`src/rtl/hrm_control_unit_mc_if.sv`:
```
// Control-unit <-> IR/flags/datapath bundle for hrm_control_unit_mc.
// Optional breakpoint inputs exist only when HRM_CU_BREAKPOINT_EN is defined.
interface hrm_control_unit_mc_if #(
  parameter int unsigned N_IN_CH  = 2,
  parameter int unsigned N_OUT_CH = 2
);
  logic [7:0]          INSTR;
  logic [N_IN_CH-1:0]  inEmpty;
  logic [N_OUT_CH-1:0] outFull;
  logic                debug;
  logic                nxtInstr;
`ifdef HRM_CU_BREAKPOINT_EN
  logic [7:0]          PC;
  logic [7:0]          bp_addr;
  logic                bp_en;
`endif
  logic                wIR, wR, srcA, wM, wAR, wPC, rIn, wO, ijump, branch, rst, halt;
  logic [1:0]          muxR;
  logic [2:0]          aluCtl;
  logic [2:0]          ch_sel;
  logic                fault;
  logic [1:0]          fault_code;

  modport master (
    input  INSTR, inEmpty, outFull, debug, nxtInstr,
`ifdef HRM_CU_BREAKPOINT_EN
    input  PC, bp_addr, bp_en,
`endif
    output wIR, wR, srcA, wM, wAR, wPC, rIn, wO, ijump, branch, rst, halt,
    output muxR, aluCtl, ch_sel, fault, fault_code
  );

  modport slave (
    output INSTR, inEmpty, outFull, debug, nxtInstr,
`ifdef HRM_CU_BREAKPOINT_EN
    output PC, bp_addr, bp_en,
`endif
    input  wIR, wR, srcA, wM, wAR, wPC, rIn, wO, ijump, branch, rst, halt,
    input  muxR, aluCtl, ch_sel, fault, fault_code
  );
endinterface

```
`src/rtl/hrm_control_unit_mc.sv`:
```
// Multi-channel HRM control FSM with WAIT timer, I/O stall watchdog and fault reporting.
// Define HRM_CU_BREAKPOINT_EN to add PC/bp_addr/bp_en breakpoint support.
module hrm_control_unit_mc #(
  parameter int unsigned N_IN_CH    = 2,
  parameter int unsigned N_OUT_CH   = 2,
  parameter int unsigned IO_TIMEOUT = 1024,
  parameter int unsigned WAIT_UNIT  = 16,
  parameter int unsigned CNT_W      = 16
) (
  input logic                  clk,
  input logic                  i_rst,
  hrm_control_unit_mc_if.master bus
);

  typedef enum logic [4:0] {
    S_RESET, S_INC_PC, S_FETCH_I, S_WAIT_KEY, S_LOAD_IR, S_DECODE, S_INCPC2,
    S_FETCH_O, S_LOAD_AR, S_READMEM, S_READMEM2, S_LOAD_AR2, S_INBOX, S_OUTBOX,
    S_COPYFROM, S_COPYTO, S_ADD, S_SUB, S_BUMPP, S_BUMPN, S_SET, S_JUMP,
    S_JUMPZ, S_JUMPN, S_HALT, S_FAULT, S_WAIT_TMR
  } state_t;

  typedef enum logic [3:0] {
    OP_INBOX, OP_OUTBOX, OP_COPYFROM, OP_COPYTO, OP_ADD, OP_SUB, OP_BUMPP,
    OP_BUMPN, OP_JUMP, OP_JUMPZ, OP_JUMPN, OP_NOP0, OP_NOP1, OP_WAIT, OP_SET,
    OP_HALT
  } opcode_t;

  typedef struct packed {
    logic       wIR, wR, srcA, wM, wAR, wPC, rIn, wO, ijump, branch, rst, halt;
    logic [1:0] muxR;
    logic [2:0] aluCtl;
  } strobes_t;

  function automatic strobes_t strobes_of(input state_t s);
    strobes_t o;
    o = '0;
    case (s)
      S_RESET:    o.rst = 1'b1;
      S_INC_PC,
      S_INCPC2:   o.wPC = 1'b1;
      S_LOAD_IR:  o.wIR = 1'b1;
      S_INBOX:    begin o.rIn = 1'b1; o.wR = 1'b1; end
      S_OUTBOX:   o.wO = 1'b1;
      S_COPYFROM: begin o.muxR = 2'b01; o.wR = 1'b1; end
      S_COPYTO:   o.wM = 1'b1;
      S_ADD:      begin o.muxR = 2'b11; o.wR = 1'b1; o.aluCtl = 3'b000; end
      S_SUB:      begin o.muxR = 2'b11; o.wR = 1'b1; o.aluCtl = 3'b001; end
      S_BUMPP:    begin o.muxR = 2'b11; o.wR = 1'b1; o.aluCtl = 3'b010; end
      S_BUMPN:    begin o.muxR = 2'b11; o.wR = 1'b1; o.aluCtl = 3'b011; end
      S_SET:      begin o.muxR = 2'b10; o.wR = 1'b1; end
      S_LOAD_AR:  o.wAR = 1'b1;
      S_LOAD_AR2: begin o.wAR = 1'b1; o.srcA = 1'b1; end
      S_JUMP:     begin o.branch = 1'b1; o.ijump = 1'b1; o.wPC = 1'b1; end
      S_JUMPZ:    begin o.branch = 1'b1; o.wPC = 1'b1; o.aluCtl = 3'b000; end
      S_JUMPN:    begin o.branch = 1'b1; o.wPC = 1'b1; o.aluCtl = 3'b100; end
      S_HALT,
      S_FAULT:    o.halt = 1'b1;
      default:    o = '0;
    endcase
    return o;
  endfunction

  state_t           state_q, state_d;
  logic [CNT_W-1:0] stall_q, stall_d;
  logic [CNT_W-1:0] wait_q, wait_d;
  logic [2:0]       ch_q;
  logic             fault_q;
  logic [1:0]       code_q, code_d;
  strobes_t         out_q, out_d;

  opcode_t    op;
  logic       ind;
  logic [2:0] ch;
  logic [7:0] in_pad, out_pad;
  logic       blocked;
  logic       bp_hit;

  assign op  = opcode_t'(bus.INSTR[7:4]);
  assign ind = bus.INSTR[3];
  assign ch  = bus.INSTR[2:0];

  // Unused channel slots read as empty/full so they can never look ready.
  always_comb begin
    in_pad  = '1;
    out_pad = '1;
    in_pad[N_IN_CH-1:0]   = bus.inEmpty;
    out_pad[N_OUT_CH-1:0] = bus.outFull;
  end

`ifdef HRM_CU_BREAKPOINT_EN
  logic       bp_hold_q;
  logic [7:0] bp_pc_q;
  assign bp_hit = bus.bp_en && (bus.PC == bus.bp_addr) &&
                  !(bp_hold_q && (bus.PC == bp_pc_q));
`else
  assign bp_hit = 1'b0;
`endif

  always_comb begin
    state_d = state_q;
    stall_d = stall_q;
    wait_d  = wait_q;
    code_d  = 2'd0;
    blocked = 1'b0;
    case (state_q)
      S_RESET:    state_d = S_FETCH_I;
      S_INC_PC:   state_d = S_FETCH_I;
      S_FETCH_I:  state_d = (bus.debug || bp_hit) ? S_WAIT_KEY : S_LOAD_IR;
      S_WAIT_KEY: if (bus.nxtInstr) state_d = S_LOAD_IR;
      S_LOAD_IR:  begin state_d = S_DECODE; stall_d = '0; end
      S_DECODE: begin
        case (op)
          OP_INBOX:
            if (32'(ch) >= N_IN_CH) begin state_d = S_FAULT; code_d = 2'd2; end
            else if (!in_pad[ch]) state_d = S_INBOX;
            else blocked = 1'b1;
          OP_OUTBOX:
            if (32'(ch) >= N_OUT_CH) begin state_d = S_FAULT; code_d = 2'd2; end
            else if (!out_pad[ch]) state_d = S_OUTBOX;
            else blocked = 1'b1;
          OP_HALT:          state_d = S_HALT;
          OP_NOP0, OP_NOP1: state_d = S_INC_PC;
          OP_WAIT: begin
            state_d = S_WAIT_TMR;
            wait_d  = CNT_W'((32'(ch) + 32'd1) * WAIT_UNIT - 32'd1);
          end
          default:          state_d = S_INCPC2;
        endcase
        // A flag that clears on the final allowed cycle is already handled above.
        if (blocked) begin
          if (IO_TIMEOUT != 0 && stall_q == CNT_W'(IO_TIMEOUT - 1)) begin
            state_d = S_FAULT;
            code_d  = 2'd1;
          end else begin
            stall_d = stall_q + CNT_W'(1);
          end
        end
      end
      S_INCPC2: state_d = S_FETCH_O;
      S_FETCH_O:
        case (op)
          OP_JUMP:  state_d = S_JUMP;
          OP_JUMPZ: state_d = S_JUMPZ;
          OP_JUMPN: state_d = S_JUMPN;
          OP_SET:   state_d = S_SET;
          default:  state_d = S_LOAD_AR;
        endcase
      S_LOAD_AR:
        if (ind)                 state_d = S_READMEM2;
        else if (op == OP_COPYTO) state_d = S_COPYTO;
        else                     state_d = S_READMEM;
      S_READMEM2: state_d = S_LOAD_AR2;
      S_LOAD_AR2: state_d = (op == OP_COPYTO) ? S_COPYTO : S_READMEM;
      S_READMEM:
        case (op)
          OP_COPYFROM: state_d = S_COPYFROM;
          OP_ADD:      state_d = S_ADD;
          OP_SUB:      state_d = S_SUB;
          OP_BUMPP:    state_d = S_BUMPP;
          OP_BUMPN:    state_d = S_BUMPN;
          default:     begin state_d = S_FAULT; code_d = 2'd3; end
        endcase
      S_BUMPP, S_BUMPN: state_d = S_COPYTO;
      S_COPYTO, S_COPYFROM, S_ADD, S_SUB, S_SET, S_INBOX, S_OUTBOX:
        state_d = S_INC_PC;
      S_JUMP, S_JUMPZ, S_JUMPN: state_d = S_FETCH_I;
      S_HALT:   state_d = S_HALT;
      S_FAULT:  state_d = S_FAULT;
      S_WAIT_TMR:
        if (wait_q == '0) state_d = S_INC_PC;
        else              wait_d  = wait_q - CNT_W'(1);
      default: begin state_d = S_FAULT; code_d = 2'd3; end
    endcase
    out_d = strobes_of(state_d);
  end

  always_ff @(posedge clk) begin
    if (!i_rst) begin
      state_q <= S_RESET;
      stall_q <= '0;
      wait_q  <= '0;
      ch_q    <= '0;
      fault_q <= 1'b0;
      code_q  <= '0;
      out_q   <= strobes_of(S_RESET);
`ifdef HRM_CU_BREAKPOINT_EN
      bp_hold_q <= 1'b0;
      bp_pc_q   <= '0;
`endif
    end else begin
      state_q <= state_d;
      stall_q <= stall_d;
      wait_q  <= wait_d;
      out_q   <= out_d;
      if (state_q == S_DECODE) ch_q <= ch;
      if (state_d == S_FAULT && !fault_q) begin
        fault_q <= 1'b1;
        code_q  <= code_d;
      end
`ifdef HRM_CU_BREAKPOINT_EN
      if (state_q == S_FETCH_I && bp_hit && !bus.debug) begin
        bp_hold_q <= 1'b1;
        bp_pc_q   <= bus.PC;
      end else if (bus.PC != bp_pc_q) begin
        bp_hold_q <= 1'b0;
      end
`endif
    end
  end

  assign bus.wIR        = out_q.wIR;
  assign bus.wR         = out_q.wR;
  assign bus.srcA       = out_q.srcA;
  assign bus.wM         = out_q.wM;
  assign bus.wAR        = out_q.wAR;
  assign bus.wPC        = out_q.wPC;
  assign bus.rIn        = out_q.rIn;
  assign bus.wO         = out_q.wO;
  assign bus.ijump      = out_q.ijump;
  assign bus.branch     = out_q.branch;
  assign bus.rst        = out_q.rst;
  assign bus.halt       = out_q.halt;
  assign bus.muxR       = out_q.muxR;
  assign bus.aluCtl     = out_q.aluCtl;
  assign bus.ch_sel     = ch_q;
  assign bus.fault      = fault_q;
  assign bus.fault_code = code_q;

endmodule

```
`src/flat_wrapper.sv`:
```
// flat-port wrapper written by rule: the top's interface ports become plain ports
module hrm_control_unit_mc_flat 
#(
  parameter int unsigned N_IN_CH    = 2,
  parameter int unsigned N_OUT_CH   = 2,
  parameter int unsigned IO_TIMEOUT = 1024,
  parameter int unsigned WAIT_UNIT  = 16,
  parameter int unsigned CNT_W      = 16
)
  (clk, i_rst, bus_INSTR, bus_inEmpty, bus_outFull, bus_debug, bus_nxtInstr, bus_wIR, bus_wR, bus_srcA, bus_wM, bus_wAR, bus_wPC, bus_rIn, bus_wO, bus_ijump, bus_branch, bus_rst, bus_halt, bus_muxR, bus_aluCtl, bus_ch_sel, bus_fault, bus_fault_code);
  hrm_control_unit_mc_if #(.N_IN_CH(N_IN_CH), .N_OUT_CH(N_OUT_CH)) bus_i ();
  input logic clk;
  input logic i_rst;
  input wire logic [$bits(bus_i.INSTR)-1:0] bus_INSTR;
  input wire logic [$bits(bus_i.inEmpty)-1:0] bus_inEmpty;
  input wire logic [$bits(bus_i.outFull)-1:0] bus_outFull;
  input wire logic [$bits(bus_i.debug)-1:0] bus_debug;
  input wire logic [$bits(bus_i.nxtInstr)-1:0] bus_nxtInstr;
  output wire logic [$bits(bus_i.wIR)-1:0] bus_wIR;
  output wire logic [$bits(bus_i.wR)-1:0] bus_wR;
  output wire logic [$bits(bus_i.srcA)-1:0] bus_srcA;
  output wire logic [$bits(bus_i.wM)-1:0] bus_wM;
  output wire logic [$bits(bus_i.wAR)-1:0] bus_wAR;
  output wire logic [$bits(bus_i.wPC)-1:0] bus_wPC;
  output wire logic [$bits(bus_i.rIn)-1:0] bus_rIn;
  output wire logic [$bits(bus_i.wO)-1:0] bus_wO;
  output wire logic [$bits(bus_i.ijump)-1:0] bus_ijump;
  output wire logic [$bits(bus_i.branch)-1:0] bus_branch;
  output wire logic [$bits(bus_i.rst)-1:0] bus_rst;
  output wire logic [$bits(bus_i.halt)-1:0] bus_halt;
  output wire logic [$bits(bus_i.muxR)-1:0] bus_muxR;
  output wire logic [$bits(bus_i.aluCtl)-1:0] bus_aluCtl;
  output wire logic [$bits(bus_i.ch_sel)-1:0] bus_ch_sel;
  output wire logic [$bits(bus_i.fault)-1:0] bus_fault;
  output wire logic [$bits(bus_i.fault_code)-1:0] bus_fault_code;
  assign bus_i.INSTR = bus_INSTR;
  assign bus_i.inEmpty = bus_inEmpty;
  assign bus_i.outFull = bus_outFull;
  assign bus_i.debug = bus_debug;
  assign bus_i.nxtInstr = bus_nxtInstr;
  assign bus_wIR = bus_i.wIR;
  assign bus_wR = bus_i.wR;
  assign bus_srcA = bus_i.srcA;
  assign bus_wM = bus_i.wM;
  assign bus_wAR = bus_i.wAR;
  assign bus_wPC = bus_i.wPC;
  assign bus_rIn = bus_i.rIn;
  assign bus_wO = bus_i.wO;
  assign bus_ijump = bus_i.ijump;
  assign bus_branch = bus_i.branch;
  assign bus_rst = bus_i.rst;
  assign bus_halt = bus_i.halt;
  assign bus_muxR = bus_i.muxR;
  assign bus_aluCtl = bus_i.aluCtl;
  assign bus_ch_sel = bus_i.ch_sel;
  assign bus_fault = bus_i.fault;
  assign bus_fault_code = bus_i.fault_code;
  hrm_control_unit_mc #(.N_IN_CH(N_IN_CH), .N_OUT_CH(N_OUT_CH), .IO_TIMEOUT(IO_TIMEOUT), .WAIT_UNIT(WAIT_UNIT), .CNT_W(CNT_W)) u_core (.clk(clk), .i_rst(i_rst), .bus(bus_i));
endmodule
```
`config.mk`:
```
export PLATFORM = sky130hd
export DESIGN_NAME = hrm_control_unit_mc_flat
export DESIGN_NICKNAME = d
export VERILOG_FILES = /design/src/rtl/hrm_control_unit_mc_if.sv /design/src/rtl/hrm_control_unit_mc.sv /design/src/flat_wrapper.sv
export SDC_FILE = /design/constraint.sdc
export NUM_CORES = 1
export LEC_CHECK = 0
export ABC_AREA = 0
export ABC_CLOCK_PERIOD_IN_PS = 4050
export BUFFER_PORTS_ARGS = -buffer_cell sky130_fd_sc_hd__buf_2
export CORE_ASPECT_RATIO = 0.9
export CORE_MARGIN = 5
export CORE_UTILIZATION = 58
export DETAILED_ROUTE_END_ITERATION = 16
export PLACE_DENSITY_LB_ADDON = 0.05
export SKIP_CTS_REPAIR_TIMING = 1
export SLEW_MARGIN = 20
export SYNTH_ARGS = -nofsm -noshare
export SYNTH_HDL_FRONTEND = slang
export SYNTH_SLANG_ARGS = --single-unit
export TNS_END_PERCENT = 1
```
`constraint.sdc`:
```
create_clock -name clk -period 4.05 [get_ports clk]
set_input_delay 1.215 -clock clk [delete_from_list [all_inputs] [get_ports clk]]
set_output_delay 1.215 -clock clk [all_outputs]
set_load 0.1 [all_outputs]
```
==> results.yml <==
run_status:
  status: "completed"
global_route:
  antenna_found_initial: 0
  grt_start_max_net_pins: 26
  gr-total-overflow: 0
  grt_pass1_vias: 3145
  grt_pass1_wl_um: 15170
  grt.total_usage_pct: 23.50
sta:
  slew_headroom_pct: 44.32
  finalClockSkew_ps: 9.004
  fin_crit_ps: 3163
  fin_ws_ps: 887.4
  timing_hold_violations_final: 0
  slew_viol_final: 0
  finalCritPeriodShare_pct: 78.09
  finalSetupViolCount: 0
  tns_ps: 0
  fmax_mhz: 316.2
  worst_slew_pin_slew_ps: 834.1
  rsz0062_at_grt: "no"
detailed_routing:
  routedWlPerCell_um: 16.03
  highest_layer: "met4"
  routed-wl-met2_um: 3991
  first_iter_violations: 225
  drt_wl_total_um: 8911
  firstDrtPassIters: 5
  vias: 3450
  drtAntennaViolNets: 0
  drt-met1-wl_um: 4181
  met3WireLength_um: 575
  drcViolationCount: 0
  viasPerCell: 6.205
yosys:
  syn-num-nets: 474
  ys_seq_area_share_pct: 33.17
  synth-simple-area-share_pct: 32.24
  synthArstFlopShare_pct: 0
  synth_flop_cell: "dfxtp_1"
  yosys_warnings: 0
  ys_types: 76
  synth_edf_count: 0
  synth_top_family_by_area: "simple AND/OR/NAND/NOR gates"
  synth-compound-area-share_pct: 22.01
  synth_xor_area_share_pct: 2.903
  synthAdderAreaFrac_pct: 1.382
  syn_area_um2: 3621
  syn-instance-count: 454
  synth_seq_cells: 60
  syn_area_per_cell_um2: 7.976
  muxShareOfSynthArea_pct: 2.315
floorplanning:
  dieArea_um2: 7925
  fp-row-count: 27
  core_area_um2: 6081
  die_h_um: 84.96
  die_x_um: 93.29
  start_util_pct: 59.55
  io_pins: 39
worst_setup_path:
  path_delay_family: "simple AND/OR/NAND/NOR gates"
  worst_path_most_repeated_cell: "o211ai_1"
  cp_slowest_cell: "or4b_4"
  endpoint_kind: "flop"
  path_class: "in2reg"
  worstPathCellList: "buf_2, or2_1, o311a_1, o211ai_1, or4b_4, nand4b_1, o211ai_1, a21oi_1"
  slowest_delay_ps: 540
  cp_data_arrival_time_ps: 3390
  required_ps: 4280
  critPathMaxFanout: 6
  cp_num_buf_inv: 1
  startpoint_type: "input port"
pwr:
  power.total_w: 0.001447
  p_per_area_nw_per_um2: 362.3
  ir_drop_v: 0.0002954
  p_leak_nw: 1.554
hold_path:
  hold_class: "reg2reg"
place:
  port_buffers: 38
  place_congestion: 0.9498
  dpl-instance-area_um2: 3771
  pre_cts_ws_ps: 545.8
  place_hpwl_um: 6367
clocking:
  clockBufferDepth: 2
  htree_levels: 3
  path_clk_slew_ps: 70
  clock_latency_ps: 340
  cts_num_sinks: 60
  clk_root_buffer_cell: "clkbuf_8"
  cts_tree: "done"
  cts_buffers: 9
finish:
  post_route_cells_drive_above_1_share_pct: 17.56
  design_area_um2: 3995
  syn_to_final_growth_pct: 10.33
  fin_util_pct: 65.70
  final_net_count: 499
  antenna_cells: 0
job:
  maxCapViolCount: 0
==> flip-flops by register name, summed over array words and instances (netlist names) <==
signal / cells
u_core.bus.fault_code: 2
u_core.bus.rIn: 1
u_core.bus.halt: 1
u_core.bus.wAR: 1
u_core.bus.wPC: 1
u_core.state_q: 5
u_core.bus.wR: 1
u_core.bus.ch_sel: 3
u_core.bus.wO: 1
u_core.bus.rst: 1
u_core.bus.aluCtl: 3
u_core.bus.srcA: 1
u_core.bus.wIR: 1
u_core.bus.muxR: 2
u_core.bus.branch: 1
u_core.wait_q: 16
u_core.bus.wM: 1
u_core.bus.fault: 1
u_core.stall_q: 16
u_core.bus.ijump: 1
==> stage by stage <==
step,instances,hold WS (ps)
floorplan,454,458.0
global placement,540,442.9
detailed placement,540,448.3
CTS,556,459.9
global route,556,478.2
finish,556,456.9
==> synth_stat cells, types with 5 or more instances <==
cell type   n  area share (%)
nor2_1     47             4.9
dfxtp_1    60              33
xnor2_1     5             1.2
and3_1      7             1.2
clkbuf_1   11             1.1
mux2i_1     5             1.4
o21ai_0    28             3.9
buf_2       8             1.1
nand3_1    17             2.3
nor2b_1     7             1.2
nand4_1    11             1.9
nor3_1     12             1.7
o211ai_1    5             1.0
and2_1      6             1.0
a31oi_1     5            0.86
a21oi_1    44             6.1
nor4_1      6             1.0
inv_1      17             1.8
or3_1      13             2.2
xor2_1      7             1.7
nand2_1    41             4.3
==> cells by family after synthesis <==
family / after synthesis
and+or+nand+nor: 205
AOI/OAI and AO/OA: 122
DFF: 60
buffers and inverters: 44
xor gates and xnor gates: 12
muxes: 7
adders and majority gates: 4
==> final timing paths <==
path / startpoint / end / slack, ps / depth (start not counted)
min reg2reg: u_core.bus.ch_sel[2] / u_core.bus.ch_sel[2] / 460 / 2
min: u_core.bus.ch_sel[2] / u_core.bus.ch_sel[2] / 460 / 2
max: bus_INSTR[1] / u_core.bus.wPC / 890 / 8
max reg2reg: u_core.state_q[0] / u_core.bus.fault_code[1] / 1130 / 7
==> worst min-delay path, cell delays in order, from the launching register on <==
cell and delay [ps]:
dfxtp_1 310, nand2_1 50, a21oi_1 50
==> per-layer routing <==
layer / GRT usage (%) / vias to the layer above
li1: - / 1707
met1: 33.46 / 1610
met2: 35.19 / 113
met3: 5.319 / 20
met4: 7.457 / 0
met5: 0 / -
==> power breakdown <==
part           internal [W]  switching (W)  total, W  leakage, nW
clock              0.000363       0.000259  0.000622        0.113
sequential         0.000598      0.0000249  0.000623        0.484
combinational     0.0000669       0.000135  0.000202        0.958
==> placed cells by master, fill, tap and decap left out, types with 6 or more instances in the layout <==
master    count
dfxtp_1      60
nor2_1       47
a21oi_1      44
nand2_1      41
buf_2        38
o21ai_0      28
inv_1        17
nand3_1      17
or3_1        13
nor3_1       12
nand4_1      11
clkbuf_8     10
xor2_1        7
and3_1        7
nor2b_1       7
and2_1        6
nor4_1        6
==> layout make-up <==
class                   count  area (µm²)
clock inverters             6       86.33
well taps                  72       90.09
inverters                  17       63.81
fillers                   547        2086
repair buffers             41       212.7
flip-flops and latches     60        1201
clock buffers              10       137.6
multi-input cells         350        2203
(Power assumes the default switching activity.)
